==> src/rtl/jt12_bus_seq_pkg.sv <==
// jt12_bus_seq_pkg: shared types and constants for the jt12 write sequencer.
//   state_t  : sequencer FSM states (S_WAIT only reachable with JT12_BUS_SEQ_RANDWAIT_EN)
//   cmd_t    : queued command {bank, regn, val}
//   LFSR_SEED/LFSR_TAPS : 16-bit Fibonacci LFSR (taps 16,14,13,11)
package jt12_bus_seq_pkg;

    typedef enum logic [2:0] {
        S_IDLE  = 3'd0,
        S_AWR   = 3'd1,
        S_AGAP  = 3'd2,
        S_POLL1 = 3'd3,
        S_DWR   = 3'd4,
        S_DGAP  = 3'd5,
        S_POLL2 = 3'd6,
        S_WAIT  = 3'd7
    } state_t;

    typedef struct packed {
        logic       bank;
        logic [7:0] regn;
        logic [7:0] val;
    } cmd_t;

    localparam logic [15:0] LFSR_SEED = 16'hACE1;
    // Bit mask of taps 16,14,13,11 (bits 15,13,12,10).
    localparam logic [15:0] LFSR_TAPS = 16'hB400;

endpackage

==> src/rtl/jt12_bus_seq_if.sv <==
// jt12_bus_seq_if: jt12 CPU-side register bus.
//   cs_n  chip select (active-low)     wr_n  write strobe (active-low)
//   addr  {bank, data_phase}           dout  write data
//   din   status read, din[7] = busy
// master: the sequencer driving the bus; slave: the jt12 side.
interface jt12_bus_seq_if;
    logic       cs_n;
    logic       wr_n;
    logic [1:0] addr;
    logic [7:0] dout;
    logic [7:0] din;

    modport master (output cs_n, output wr_n, output addr, output dout, input din);
    modport slave  (input cs_n, input wr_n, input addr, input dout, output din);
endinterface

==> src/rtl/jt12_bus_seq_fifo.sv <==
// jt12_bus_seq_fifo: synchronous command FIFO with DEPTH entries.
//   push/pop : requests; push ignored when full, pop ignored when empty
//   din/dout : entry in / head entry out (dout valid while !empty)
//   full, empty, level : occupancy flags and count
module jt12_bus_seq_fifo #(
    parameter int W     = 17,
    parameter int DEPTH = 16
) (
    input  logic                     clk,
    input  logic                     rst,
    input  logic                     push,
    input  logic                     pop,
    input  logic [W-1:0]             din,
    output logic [W-1:0]             dout,
    output logic                     full,
    output logic                     empty,
    output logic [$clog2(DEPTH):0]   level
);
    localparam int AW = $clog2(DEPTH);

    logic [W-1:0]  mem [DEPTH];
    logic [AW-1:0] wp, rp;
    logic [AW:0]   cnt;
    logic          do_push, do_pop;

    assign do_push = push && !full;
    assign do_pop  = pop && !empty;
    assign full    = (cnt == (AW+1)'(DEPTH));
    assign empty   = (cnt == '0);
    assign level   = cnt;
    assign dout    = mem[rp];

    always_ff @(posedge clk) begin
        if (do_push) mem[wp] <= din;
    end

    always_ff @(posedge clk or posedge rst) begin
        if (rst) begin
            wp  <= '0;
            rp  <= '0;
            cnt <= '0;
        end else begin
            if (do_push) wp <= wp + 1'b1;
            if (do_pop)  rp <= rp + 1'b1;
            case ({do_push, do_pop})
                2'b10:   cnt <= cnt + 1'b1;
                2'b01:   cnt <= cnt - 1'b1;
                default: cnt <= cnt;
            endcase
        end
    end
endmodule

==> src/rtl/jt12_bus_seq.sv <==
// jt12_bus_seq: queues {bank,reg,value} commands and replays each on the jt12
// bus as an address write, busy poll, data write, busy poll.
//   clk, rst              clock, asynchronous active-high reset
//   cmd_we/cmd_bank/cmd_reg/cmd_val/cmd_full/cmd_level  command queue
//   bus (master)          cs_n, wr_n, addr, dout out; din in (din[7] = busy)
//   idle                  FIFO empty and FSM idle (registered)
//   timeout / clr_to      sticky busy-timeout flag and its clear
//   state                 current FSM state, for observation
// Optional build macro JT12_BUS_SEQ_RANDWAIT_EN adds an LFSR-driven idle
// period of 0..15 cycles after each command.
module jt12_bus_seq
    import jt12_bus_seq_pkg::*;
#(
    parameter int DEPTH   = 16,
    parameter int PULSE   = 2,
    parameter int GAP     = 1,
    parameter int BUSY_TO = 1023
) (
    input  logic                   clk,
    input  logic                   rst,
    input  logic                   cmd_we,
    input  logic                   cmd_bank,
    input  logic [7:0]             cmd_reg,
    input  logic [7:0]             cmd_val,
    output logic                   cmd_full,
    output logic [$clog2(DEPTH):0] cmd_level,
    jt12_bus_seq_if.master         bus,
    output logic                   idle,
    output logic                   timeout,
    input  logic                   clr_to,
    output state_t                 state
);
    localparam int CW  = 16;
    localparam int PCW = $clog2(BUSY_TO + 1);
    localparam logic [CW-1:0]  PULSE_LAST = CW'(PULSE - 1);
    localparam logic [CW-1:0]  GAP_LAST   = CW'((GAP > 0) ? GAP - 1 : 0);
    localparam logic [PCW-1:0] BUSY_LAST  = PCW'(BUSY_TO - 1);

    state_t         nxt;
    cmd_t           cur, cur_d, head, in_cmd;
    logic [CW-1:0]  cnt, cnt_d;
    logic [PCW-1:0] pcnt, pcnt_d;
    logic           pop, empty, push_ok, to_set;
    logic           cs_n_d, wr_n_d, idle_d;
    logic [1:0]     addr_d;
    logic [7:0]     dout_d;

    // Command handshake: a command is accepted on any rising edge where
    // cmd_we=1 and cmd_full=0; cmd_full acts as the inverse of ready.
    assign push_ok = cmd_we && !cmd_full;
    assign in_cmd  = '{bank: cmd_bank, regn: cmd_reg, val: cmd_val};

    jt12_bus_seq_fifo #(.W($bits(cmd_t)), .DEPTH(DEPTH)) u_fifo (
        .clk   (clk),
        .rst   (rst),
        .push  (cmd_we),
        .pop   (pop),
        .din   (in_cmd),
        .dout  (head),
        .full  (cmd_full),
        .empty (empty),
        .level (cmd_level)
    );

`ifdef JT12_BUS_SEQ_RANDWAIT_EN
    logic [15:0] lfsr;
    always_ff @(posedge clk or posedge rst) begin
        if (rst) lfsr <= LFSR_SEED;
        else     lfsr <= {lfsr[14:0], ^(lfsr & LFSR_TAPS)};
    end
`endif

    always_comb begin
        nxt    = state;
        cur_d  = cur;
        cnt_d  = cnt;
        pcnt_d = pcnt;
        pop    = 1'b0;
        to_set = 1'b0;
        case (state)
            S_IDLE: begin
                if (!empty) begin
                    pop   = 1'b1;
                    cur_d = head;
                    cnt_d = '0;
                    nxt   = S_AWR;
                end
            end
            S_AWR, S_DWR: begin
                if (cnt == PULSE_LAST) begin
                    cnt_d  = '0;
                    pcnt_d = '0;
                    if (GAP == 0) nxt = (state == S_AWR) ? S_POLL1 : S_POLL2;
                    else          nxt = (state == S_AWR) ? S_AGAP  : S_DGAP;
                end else begin
                    cnt_d = cnt + 1'b1;
                end
            end
            S_AGAP, S_DGAP: begin
                if (cnt == GAP_LAST) begin
                    cnt_d  = '0;
                    pcnt_d = '0;
                    nxt    = (state == S_AGAP) ? S_POLL1 : S_POLL2;
                end else begin
                    cnt_d = cnt + 1'b1;
                end
            end
            S_POLL1, S_POLL2: begin
                // Each status read is two cycles; busy is sampled on the second.
                if (cnt == '0) begin
                    cnt_d = CW'(1);
                end else begin
                    cnt_d = '0;
                    if (!bus.din[7]) begin
                        if (state == S_POLL1) begin
                            nxt = S_DWR;
                        end else begin
`ifdef JT12_BUS_SEQ_RANDWAIT_EN
                            if (lfsr[3:0] != 4'd0) begin
                                nxt   = S_WAIT;
                                cnt_d = CW'(lfsr[3:0] - 4'd1);
                            end else begin
                                nxt = S_IDLE;
                            end
`else
                            nxt = S_IDLE;
`endif
                        end
                    end else if (pcnt == BUSY_LAST) begin
                        // Give up on this command; the next one starts fresh.
                        to_set = 1'b1;
                        nxt    = S_IDLE;
                    end else begin
                        pcnt_d = pcnt + 1'b1;
                    end
                end
            end
`ifdef JT12_BUS_SEQ_RANDWAIT_EN
            S_WAIT: begin
                if (cnt == '0) nxt = S_IDLE;
                else           cnt_d = cnt - 1'b1;
            end
`endif
            default: nxt = S_IDLE;
        endcase

        // Bus outputs are decoded from the next state and registered, so the
        // strobes change exactly on state entry and never glitch.
        cs_n_d = !(nxt inside {S_AWR, S_POLL1, S_DWR, S_POLL2});
        wr_n_d = !(nxt inside {S_AWR, S_DWR});
        addr_d = bus.addr;
        dout_d = bus.dout;
        if (nxt == S_AWR) begin
            addr_d = {cur_d.bank, 1'b0};
            dout_d = cur_d.regn;
        end else if (nxt == S_DWR) begin
            addr_d = {cur_d.bank, 1'b1};
            dout_d = cur_d.val;
        end else if (nxt inside {S_POLL1, S_POLL2}) begin
            addr_d = 2'b00;
        end
        // A pop only happens when leaving IDLE, so only a push can refill here.
        idle_d = (nxt == S_IDLE) && empty && !push_ok;
    end

    always_ff @(posedge clk or posedge rst) begin
        if (rst) begin
            state    <= S_IDLE;
            cur      <= '0;
            cnt      <= '0;
            pcnt     <= '0;
            bus.cs_n <= 1'b1;
            bus.wr_n <= 1'b1;
            bus.addr <= 2'b00;
            bus.dout <= 8'h00;
            idle     <= 1'b1;
            timeout  <= 1'b0;
        end else begin
            state    <= nxt;
            cur      <= cur_d;
            cnt      <= cnt_d;
            pcnt     <= pcnt_d;
            bus.cs_n <= cs_n_d;
            bus.wr_n <= wr_n_d;
            bus.addr <= addr_d;
            bus.dout <= dout_d;
            idle     <= idle_d;
            if (to_set)      timeout <= 1'b1;
            else if (clr_to) timeout <= 1'b0;
        end
    end
endmodule
==> src/flat_wrapper.sv <==
// flat-port wrapper written by rule: the top's interface ports become plain ports
module jt12_bus_seq_flat import jt12_bus_seq_pkg::*;
#(
    parameter int DEPTH   = 16,
    parameter int PULSE   = 2,
    parameter int GAP     = 1,
    parameter int BUSY_TO = 1023
)
  (clk, rst, cmd_we, cmd_bank, cmd_reg, cmd_val, cmd_full, cmd_level, idle, timeout, clr_to, state, bus_cs_n, bus_wr_n, bus_addr, bus_dout, bus_din);
  jt12_bus_seq_if bus_i ();
  input  logic clk;
  input  logic rst;
  input  logic cmd_we;
  input  logic cmd_bank;
  input  logic [7:0] cmd_reg;
  input  logic [7:0] cmd_val;
  output logic cmd_full;
  output logic [$clog2(DEPTH):0] cmd_level;
  output logic idle;
  output logic timeout;
  input  logic clr_to;
  output state_t state;
  output wire logic [$bits(bus_i.cs_n)-1:0] bus_cs_n;
  output wire logic [$bits(bus_i.wr_n)-1:0] bus_wr_n;
  output wire logic [$bits(bus_i.addr)-1:0] bus_addr;
  output wire logic [$bits(bus_i.dout)-1:0] bus_dout;
  input wire logic [$bits(bus_i.din)-1:0] bus_din;
  assign bus_cs_n = bus_i.cs_n;
  assign bus_wr_n = bus_i.wr_n;
  assign bus_addr = bus_i.addr;
  assign bus_dout = bus_i.dout;
  assign bus_i.din = bus_din;
  jt12_bus_seq #(.DEPTH(DEPTH), .PULSE(PULSE), .GAP(GAP), .BUSY_TO(BUSY_TO)) u_core (.clk(clk), .rst(rst), .cmd_we(cmd_we), .cmd_bank(cmd_bank), .cmd_reg(cmd_reg), .cmd_val(cmd_val), .cmd_full(cmd_full), .cmd_level(cmd_level), .bus(bus_i), .idle(idle), .timeout(timeout), .clr_to(clr_to), .state(state));
endmodule
==> config.mk <==
export PLATFORM = sky130hd
export DESIGN_NAME = jt12_bus_seq_flat
export DESIGN_NICKNAME = d
export VERILOG_FILES = /design/src/rtl/jt12_bus_seq_pkg.sv /design/src/rtl/jt12_bus_seq_if.sv /design/src/rtl/jt12_bus_seq_fifo.sv /design/src/rtl/jt12_bus_seq.sv /design/src/flat_wrapper.sv
export SDC_FILE = /design/constraint.sdc
export NUM_CORES = 1
export LEC_CHECK = 0
export BUFFER_PORTS_ARGS = -buffer_cell sky130_fd_sc_hd__buf_2
export CAP_MARGIN = 20
export CORE_ASPECT_RATIO = 1.2
export CORE_MARGIN = 4
export CORE_UTILIZATION = 60
export DETAILED_ROUTE_END_ITERATION = 8
export PLACE_DENSITY = 0.76
export SLEW_MARGIN = 5
export SYNTH_ARGS = -nofsm -noshare
export SYNTH_HDL_FRONTEND = slang
export SYNTH_SLANG_ARGS = --single-unit
==> constraint.sdc <==
create_clock -name clk -period 10.7 [get_ports clk]
set_clock_uncertainty 0.2 [all_clocks]
set_input_delay 1.07 -clock clk [delete_from_list [all_inputs] [get_ports clk]]
set_output_delay 1.07 -clock clk [all_outputs]
set_load 0.01 [all_outputs]
==> run metrics, run 1 <==
status=finished, final reports clean; die area=26,180 um2; Mean Syn Cell Area=16.83 um2; most common cell after layout, fill and taps aside=edfxtp_1; Area Overhead vs Synth=12.47%; post-route core utilization=0.6877; sw frac=0.3252; worst slew pin tran=1.087 ns; clock root buffer=clkbuf_16; clk slew on worst S/H paths=0.06 ns; commonest non-fill, non-tap cells in the layout=edfxtp_1, dfrtp_1, mux4_2, nand2_1, buf_2; antenna violations before repair=1; gr ovfl total=0; DR WL/cell=24.31 um; Sink Count=about 350; IO buf count=between 40 and 50; IO Count=52; Post-Synthesis Net Count=887; Critical Path Fanout Max=25; synthesized cell area=14,190 um2; vias in the first global route=8,138; share of post-route cells with drive strength above 1=0.2473; H-tree Lvls=2; type of the worst setup path=reg -> reg; DRC viols=0; startpoint types=flip-flop; WL met3=~1800 um; final hold vios=0; max-cap violation count=0; cts bufs inserted=34; first-pass GRT wire length=46,600 um; CTS Buffer Depth=3; FP Rows=between 60 and 70; via count=7,863; Synth Flop Type=edfxtp_1; drt first pass iters=5; Core Area=23,200 um2; sequential share of the synthesized area=0.7048; Relative slew margins=0.2755; Synth async-reset ratio=0.2116; metal2 WL=15,570 um; Logic pwr share=0.318; iteration-0 DRC count of the detailed router=632; pwr dens=~270 nW/um2; Setup crit end kind=flip-flop; Cells after Synth=between 800 and 900; Seq pwr share=0.412; # nets final=942; Antenna diodes=0; Post-synth EDFFs=272; Met1 Wirelength=12,030 um; clock network fraction of total power=0.270; Tot GR Track Use=0.2345; RSZ-0062 raised after global routing=false; largest net degree at the start of global routing=73; final worst path period need=4.096 ns; warnings from Yosys=0; drt via density=6.357; Int Pwr=~3.0 mW; maximum VDD drop=approximately 0.00013 V; post-DP HPWL=17,330 um; max layer used=met5; Post-Route WL=30,070 um; final setup fails=0; worst path required time=10.88 ns; routability cong.=between 0.8 and 0.9; Initial Utilization=0.6114; Cell variety after synth=just over 60; Fin Setup TNS=0 ns; Die W=148.4 um; CTS tree=built; # hold bufs at CTS=0; Slew Viols, Final=0; crit path DAT=approximately 4.3 ns; FMAX=244.1 MHz; worst hold path type=reg -> reg; leakage=5.568 nW; NetSw=about 1.4 mW; Final ANT Viol Nets=0; Tcrit/Tclk final=0.3828; Setup Buffers After CTS=0; latest clock arrival within the worst-skew pair=0.50 ns; die height=~180 um; PostCTS Resize Cnt=0; Synth Register Bits=345
-- state kept, by name, summed over array words and instances, names as in the netlist --
signal,cells
u_core.bus.addr,2
u_core.bus.cs_n,1
u_core.bus.dout,8
u_core.bus.wr_n,1
u_core.cnt,16
u_core.cur,17
u_core.idle,1
u_core.pcnt,10
u_core.state,3
u_core.timeout,1
u_core.u_fifo.level,5
u_core.u_fifo.mem,272
u_core.u_fifo.rp,4
u_core.u_fifo.wp,4
-- power groups by stage --
stage | Combinational [mW] | Sequential [mW] | Clock (mW)
after floorplan | 1.07 | 1.75 | 0
after global placement | 1.30 | 1.83 | 0
after detailed placement | 1.36 | 1.84 | 0
after CTS | 1.37 | 1.82 | 1.20
after global routing | 1.52 | 1.82 | 1.25
final | 1.39 | 1.80 | 1.18
-- stage by stage --
stage / area [um2] / power, mW / std cells / worst slack [ns] / hold WS [ns]
floorplan: 14190 / 2.820 / 843 / 7.272 / 0.2383
global placement: 14830 / 3.130 / 1176 / 6.762 / 0.2576
detailed placement: 14830 / 3.200 / 1176 / 6.661 / 0.2668
CTS: 15940 / 4.393 / 1236 / 6.616 / 0.2799
global route: 15960 / 4.596 / 1237 / 6.337 / 0.3023
finish: 15960 / 4.379 / 1237 / 6.604 / 0.2825
-- worst paths after layout --
kind / start / end / slack, ns / cells after the start
max in group asynchronous: rst / u_core.u_fifo.rp[0] / 8.71 / 3
worst min register to register: u_core.cnt[15] / u_core.cnt[15] / 0.28 / 1
worst min-delay path: u_core.cnt[15] / u_core.cnt[15] / 0.28 / 1
worst max register to register: u_core.state[2] / u_core.u_fifo.level[4] / 6.60 / 12
worst max-delay path: u_core.state[2] / u_core.u_fifo.level[4] / 6.60 / 12
min in group asynchronous: rst / u_core.u_fifo.rp[2] / 0.47 / 2
-- cells by family (layout without fill, tap and decap cells) --
family | Yosys count | after routing | share of synthesized area
AOI/OAI and AO/OA | 145 | 145 | 0.07338
and+or+nand+nor | 162 | 162 | 0.05953
buffers and inverters | 66 | 145 | 0.01834
muxes | 96 | 96 | 0.1215
DFF | 345 | 345 | 0.7048
adders and majority gates | 15 | 15 | 0.01376
xor gates and xnor gates | 14 | 14 | 0.008644
-- cell usage after synthesis (10+ instances only) --
cell | number | area (um2)
inv_1 | 18 | 67.56
o31ai_1 | 15 | 112.6
nand2b_1 | 10 | 62.56
nor2_1 | 35 | 131.4
a21oi_1 | 12 | 60.06
clkbuf_1 | 31 | 116.4
buf_1 | 12 | 45.04
a31oi_1 | 11 | 68.82
nor2b_1 | 13 | 81.33
edfxtp_1 | 272 | 8168
o21ai_0 | 43 | 215.2
dfrtp_1 | 70 | 1752
o2bb2ai_1 | 10 | 87.58
nand3_1 | 14 | 70.07
mux2i_1 | 26 | 260.3
ha_1 | 14 | 175.2
nand2_1 | 51 | 191.4
mux4_2 | 60 | 1351
-- final cells by class --
| type | count | area, um2 |
|---|---|---|
| fill | 1500 | 7247 |
| sequential | 345 | 10000 |
| clock buffer | 41 | 877.1 |
| inverter | 18 | 67.56 |
| timing repair buffer | 67 | 405.4 |
| clock inverter | 19 | 229.0 |
| multi-input combinational | 432 | 3978 |
| tap | 315 | 394.1 |
-- critical path, cell delays in order, from the launching register on --
cell and delay (ns):
dfrtp_1 0.57, or3_1 0.40, nand2b_1 0.42, inv_1 0.82
ha_1 0.38, inv_1 0.11, fa_1 0.42, inv_1 0.08
a21o_1 0.12, a21oi_1 0.08, xnor2_1 0.16, nor2_1 0.08
xnor2_1 0.13
-- metal layers --
| layer | GRT usage | up-vias |
|---|---|---|
| met5 | 0 | - |
| met4 | 0.06508 | 2 |
| met3 | 0.03748 | 60 |
| met2 | 0.4062 | 292 |
| met1 | 0.3134 | 4077 |
| li1 | - | 3432 |
Power figures use the tool's default switching activity.
==> run 2: changes to the inputs <==
- clock period: 10.7 -> 3.8 ns (I/O delays scaled with it)
==> run metrics, run 2 (same netlist as run 1, synthesis figures left out) <==
status=finished, final reports clean (unchanged); dpl cells=1,187 (was 1,176); IO Count=52 (unchanged); antenna violations before repair=1 (unchanged); worst path required time=3.99 ns (was 10.88 ns); Post-DP Area=14,920 um2 (was 14,830 um2); Tcrit/Tclk final=0.8691 (was 0.3828); final hold vios=0 (unchanged); max reg flops=272 (unchanged); Relative slew margins=0.4079 (was 0.2755); max layer used=met5 (unchanged); commonest non-fill, non-tap cells in the layout=edfxtp_1, dfrtp_1, mux4_2, nand2_1, buf_2 (unchanged); type of the worst setup path=reg -> reg (unchanged); Final ANT Viol Nets=0 (unchanged); FMAX=302.8 MHz (was 244.1 MHz); worst hold path type=in -> reg (was reg -> reg); Initial Utilization=0.6114 (unchanged); PnR Total Power=12.31 mW (was 4.379 mW); Register Area=10,000 um2 (unchanged); Critical Path Fanout Max=6 (was 25); final worst path period need=3.302 ns (was 4.096 ns); gr ovfl total=0 (unchanged); Die W=148.4 um (unchanged); DR WL/cell=24.35 um (was 24.31 um); Setup Buffers After CTS=0 (unchanged); metal2 WL=15,650 um (was 15,570 um); PostCTS Resize Cnt=0 (unchanged); # nets final=956 (was 942); IO buf count=44 (unchanged); Setup crit end kind=flip-flop (unchanged); post-route cell area=16,040 um2 (was 15,960 um2); drt first pass iters=5 (unchanged); clock root buffer=clkbuf_16 (unchanged); FP Rows=61 (unchanged); Core Area=23,200 um2 (unchanged); CTS tree=built (unchanged); die height=176.4 um (unchanged); startpoint types=flip-flop (unchanged); pwr dens=767.4 nW/um2 (was 274.5 nW/um2); Fin Setup TNS=0 ns (unchanged); leakage=5.612 nW (was 5.568 nW); first-pass GRT wire length=47,710 um (was 46,600 um); Slew Viols, Final=0 (unchanged); iteration-0 DRC count of the detailed router=683 (was 632); Final WS setup=0.4976 ns (was 6.604 ns); Post-Route WL=30,470 um (was 30,070 um); CTS Buffer Depth=3 (unchanged); post-DP HPWL=17,800 um (was 17,330 um); worst hold slack=0.03786 ns (was 0.2825 ns); WL met3=2086 um (was 1786 um); pre-CTS setup slack=0.5165 ns (was 6.661 ns); RSZ-0062 raised after global routing=false (unchanged); Biggest register=u_core.u_fifo.mem (unchanged); most common cell after layout, fill and taps aside=edfxtp_1 (unchanged); vias in the first global route=8,293 (was 8,138); maximum VDD drop=0.0004458 V (was 0.0001347 V); Largest regs=u_core.u_fifo.mem (272), u_core.cur (17), u_core.cnt (16) (unchanged); # hold bufs at CTS=4 (was 0); multi-input logic area=3978 um2 (unchanged); DRC viols=0 (unchanged); H-tree Lvls=2 (unchanged); Area Overhead vs Synth=13.04% (was 12.47%); Tot GR Track Use=0.2395 (was 0.2345); post-route core utilization=0.6911 (was 0.6877); crit path DAT=3.50 ns (was 4.28 ns); drt via density=6.394 (was 6.357); via count=7,999 (was 7,863); Antenna diodes=0 (unchanged); clk slew on worst S/H paths=0.06 ns (about the same); latest clock arrival within the worst-skew pair=0.51 ns (was 0.50 ns); cts bufs inserted=34 (unchanged); final setup fails=0 (unchanged); worst slew pin tran=0.8882 ns (was 1.087 ns); max-cap violation count=0 (unchanged); routability cong.=0.8925 (was 0.8733); fillers=1,498 (was 1,500); Non-Filler Instances=1,251 (was 1,237); largest net degree at the start of global routing=39 (was 73); die area=26,180 um2 (unchanged); share of post-route cells with drive strength above 1=0.2553 (was 0.2473); Sink Count=345 (unchanged); Met1 Wirelength=11,900 um (was 12,030 um)
-- run 2: changes by cell type in the layout (fill, tap and decap cells not counted), moves of 2 or more --
cell	previous run	this run
clkinvlp_4	1	3
clkinv_2	8	3
clkinv_4	0	3
bufinv_16	5	1
clkbuf_1	7	5
buf_4	22	32
clkbuf_8	0	4
dlygate4sd3_1	0	4
-- run 2: path summary, 6_finish.rpt --
path                            slack (ns)            from                         to  cells past startpoint
worst min-delay path                  0.04      cmd_reg[3]  u_core.u_fifo.mem[12][11]                      1
min in group asynchronous             0.15             rst     u_core.u_fifo.level[0]                      3
worst max-delay path                  0.50   u_core.cnt[2]         u_core.bus.addr[1]                      6
worst max register to register        0.50   u_core.cnt[2]         u_core.bus.addr[1]                      6
max in group asynchronous             2.43             rst        u_core.u_fifo.rp[0]                      4
worst min register to register        0.29  u_core.cur[16]             u_core.cur[16]                      2
-- run 2: layer usage --
metal | track usage | up-vias
met4 | 0.07124 | 2
met3 | 0.03979 | 62
met1 | 0.3236 | 4131
met2 | 0.4079 | 340
li1 | - | 3464
met5 | 0 | -
-- run 2: area by class of cell --
cell class                 count  share of cell area
multi-input combinational    432              0.2480
inverter                      18            0.004213
tap                          315             0.02458
timing repair buffer          81             0.03246
clock buffer                  44             0.05922
sequential                   345              0.6239
clock inverter                16            0.007569
-- run 2: where the power goes --
part           internal, mW  switching, mW
registers              4.65          0.508
logic                  1.75           2.21
clock network          1.84           1.35
total                  8.24           4.07
-- run 2: worst max-delay path: stages, from the launching register on --
cell     delay [ns]
dfrtp_1        0.43
or4_4          0.60
or4_1          0.72
o221a_4        0.36
or3_4          0.37
a21oi_2        0.18
mux2_1         0.33
==> run 3: changes to the inputs <==
- SYNTH_HIERARCHICAL: not set -> 1
==> run metrics, run 3 <==
latest clock arrival within the worst-skew pair=0.51 ns (about the same); Setup Buffers After CTS=0 (unchanged); PostCTS Resize Cnt=0 (unchanged); Int Pwr=8.367 mW (was 8.239 mW); leakage=5.897 nW (was 5.612 nW); clk slew on worst S/H paths=0.06 ns (about the same); synthesized cell area=14,380 um2 (was 14,190 um2); most common cell after layout, fill and taps aside=edfxtp_1 (unchanged); worst slew pin tran=1.095 ns (was 0.8882 ns); NetSw=4.317 mW (was 4.067 mW); post-DP HPWL=17,620 um (was 17,800 um); final hold vios=0 (unchanged); ranking of synthesized cells by area=edfxtp_1, dfrtp_1, mux4_2 (unchanged); Fin Setup TNS=0 ns (unchanged); antenna violations before repair=1 (unchanged); simple-gate share of the synthesized area=0.05509 (was 0.05953); RSZ-0062 raised after global routing=false (unchanged); cts bufs inserted=34 (unchanged); Initial Utilization=0.6156 (was 0.6114); Final ANT Viol Nets=0 (unchanged); PnR Total Power=12.68 mW (was 12.31 mW); multi-input logic area=3999 um2 (was 3978 um2); warnings from Yosys=6 (was 0); drt first pass iters=5 (unchanged); die height=177.6 um (was 176.4 um); launch point of the critical path=u_core/u_fifo/level[0] (was u_core.cnt[2]); IO buf count=44 (unchanged); via count=8,037 (was 7,999); sw frac=0.3404 (was 0.3305); iteration-0 DRC count of the detailed router=546 (was 683); status=finished, final reports clean (unchanged); commonest non-fill, non-tap cells in the layout=edfxtp_1, mux2i_1, dfrtp_1, nand2_1, buf_2 (was edfxtp_1, dfrtp_1, mux4_2, nand2_1, buf_2); worst path required time=3.99 ns (about the same); fillers=1,564 (was 1,498); Cells after Synth=883 (was 843); gr ovfl total=0 (unchanged); type of the worst setup path=reg -> reg (unchanged); adder-cell share of the synthesized area=0.01358 (was 0.01376); CP max stage delay=0.46 ns (was 0.72 ns); Cell Chain, Critical Path=nor4_2 -> and2b_1 -> nor4_2 -> nor2b_1 -> ha_1 -> inv_1 -> fa_1 -> nor2b_1 -> o21ai_0 -> nand3_1 -> or3b_1 -> xnor2_1 (was or4_4 -> or4_1 -> o221a_4 -> or3_4 -> a21oi_2 -> mux2_1); final worst path period need=3.366 ns (was 3.302 ns); Synth Flop Type=edfxtp_1 (unchanged); Post-Synth XOR/XNOR Area=0.01271 (was 0.008643); Synth Register Bits=345 (unchanged); DR WL/cell=23.21 um (was 24.35 um); crit path DAT=3.56 ns (was 3.50 ns); maximum VDD drop=0.0005075 V (was 0.0004458 V); Biggest register=u_core/u_fifo/mem (was u_core.u_fifo.mem); Synth Area in Compound Gates=0.07528 (was 0.07338); Seq pwr share=0.391 (was 0.419); most frequent cells after synthesis=edfxtp_1, mux2i_1, dfrtp_1, nand2_1 (was edfxtp_1, dfrtp_1, mux4_2, nand2_1, o21ai_0); Post-Synthesis Net Count=927 (was 887); IO Count=52 (unchanged); count leader, synth=edfxtp_1 (unchanged); Setup crit end kind=flip-flop (unchanged); pwr dens=786.3 nW/um2 (was 767.4 nW/um2); largest net degree at the start of global routing=58 (was 39); reg-to-reg slack, setup=0.43 ns (was 0.50 ns); vias in the first global route=8,085 (was 8,293); Die W=149.3 um (was 148.4 um); # hold bufs at CTS=3 (was 4); DRC viols=0 (unchanged); slowest stage cell, crit path=nor2b_1 (was or4_1); sequential share of the synthesized area=0.6955 (was 0.7048); Slew Viols, Final=0 (unchanged); H-tree Lvls=2 (unchanged); share of post-route cells with drive strength above 1=0.2154 (was 0.2553); Post-Route WL=29,960 um (was 30,470 um); Core Area=23,350 um2 (was 23,200 um2); max-cap violation count=0 (unchanged); dpl cells=1,226 (was 1,187); post-route core utilization=0.6907 (was 0.6911); Register Area=10,000 um2 (about the same); final setup fails=0 (unchanged); Post-synth EDFFs=272 (unchanged); FP Rows=61 (unchanged); Cell variety after synth=64 (was 61); mux contribution to synthesized area=0.1176 (was 0.1215); Sink Count=345 (unchanged); Area Overhead vs Synth=12.21% (was 13.04%); Relative slew margins=0.2693 (was 0.4079); WHS Path Cells=1 (unchanged); FMAX=297.1 MHz (was 302.8 MHz); routability cong.=0.8158 (was 0.8925); Largest regs=u_core/u_fifo/mem (272), u_core/cur (17), u_core/cnt (16) (was u_core.u_fifo.mem (272), u_core.cur (17), u_core.cnt (16)); Logic pwr share=0.349 (was 0.321); Tcrit/Tclk final=0.8857 (was 0.8691); max reg flops=272 (unchanged); # nets final=994 (was 956); Mean Syn Cell Area=16.28 um2 (was 16.83 um2); main combinational cell family by area after synthesis=multiplexers (unchanged); Critical Path Fanout Max=5 (was 6); drt via density=6.225 (was 6.394); CTS Buffer Depth=3 (unchanged); worst hold path type=in -> reg (unchanged); clock root buffer=clkbuf_16 (unchanged); Reg2Reg Depth=12 (was 6); hold path start=cmd_reg[7] (was cmd_reg[3]); Tot GR Track Use=0.2334 (was 0.2395); clock network fraction of total power=0.260 (was 0.259); Reg-to-Reg Start=u_core/u_fifo/level[0] (was u_core.cnt[2]); die area=26,510 um2 (was 26,180 um2); startpoint types=flip-flop (unchanged); Synth async-reset ratio=0.2116 (unchanged); area leader, netlist=edfxtp_1 (unchanged); Yosys top cell area share=0.5681 (was 0.5758); Non-Filler Instances=1,291 (was 1,251); CTS tree=built (unchanged); first-pass GRT wire length=46,730 um (was 47,710 um)
## run 3: area by class of cell
class                   instances  share of cell area
flip-flops and latches        345              0.6200
multi-input cells             459              0.2479
clock buffers                  43             0.05740
repair buffers                 77             0.03102
well taps                     315             0.02443
clock inverters                18             0.01140
inverters                      33            0.007679
diodes                          1           0.0001551
## run 3: logic make-up after synthesis
group	after synthesis
multiplexers	124
AO/OA/AOI/OAI	149
flip-flops	345
adder cells (fa/ha/maj)	15
AND/OR/NAND/NOR	151
buffers and inverters	79
XOR/XNOR	20
## run 3: through the flow
stage	hold slack [ns]	instance area [um2]	worst slack (ns)
global route	0.02798	16130	0.2149
global placement	0.2647	14990	0.4529
floorplan	0.05696	14380	0.1331
CTS	0.01192	16130	0.3989
finish	0.03527	16130	0.4344
detailed placement	0.2622	14990	0.4154
## run 3: path summary, 6_finish.rpt
kind | end
setup / recovery | u_core/u_fifo/level[4]
hold / removal | u_core/u_fifo/mem[0][15]
setup reg to reg | u_core/u_fifo/level[4]
hold reg to reg | u_core/pcnt[9]
max in group asynchronous | u_core/bus.wr_n
min in group asynchronous | u_core/u_fifo/level[1]
## run 3: worst max-delay path: cells and delay by family, from the launching register on
kind | cells | cell delay, ns
DFF | 1 | 0.43
AOI/OAI and AO/OA | 1 | 0.10
buffers and inverters | 1 | 0.10
xor gates and xnor gates | 1 | 0.14
adders and majority gates | 2 | 0.72
and+or+nand+nor | 7 | 1.55
## run 3: per-layer routing
layer | vias to the layer above | part of all wire | wire, um | global-route usage
li1 | 3601 | - | - | -
met1 | 4101 | 0.40 | 12130 | 0.3207
met2 | 266 | 0.50 | 15030 | 0.3840
met3 | 67 | 0.061 | 1841 | 0.03653
met4 | 2 | 0.032 | 949 | 0.08394
met5 | - | 0.00043 | 13 | 0
## run 3: power groups by stage
stage / Sequential (mW) / Clock, mW / Combinational (mW)
5_1_grt: 5.01 / 3.55 / 4.81
3_5_place_dp: 5.03 / 0 / 4.41
2_1_floorplan: 4.97 / 0 / 3.30
6_report: 4.96 / 3.30 / 4.42
4_1_cts: 4.96 / 3.37 / 4.44
3_3_place_gp: 5.00 / 0 / 4.31
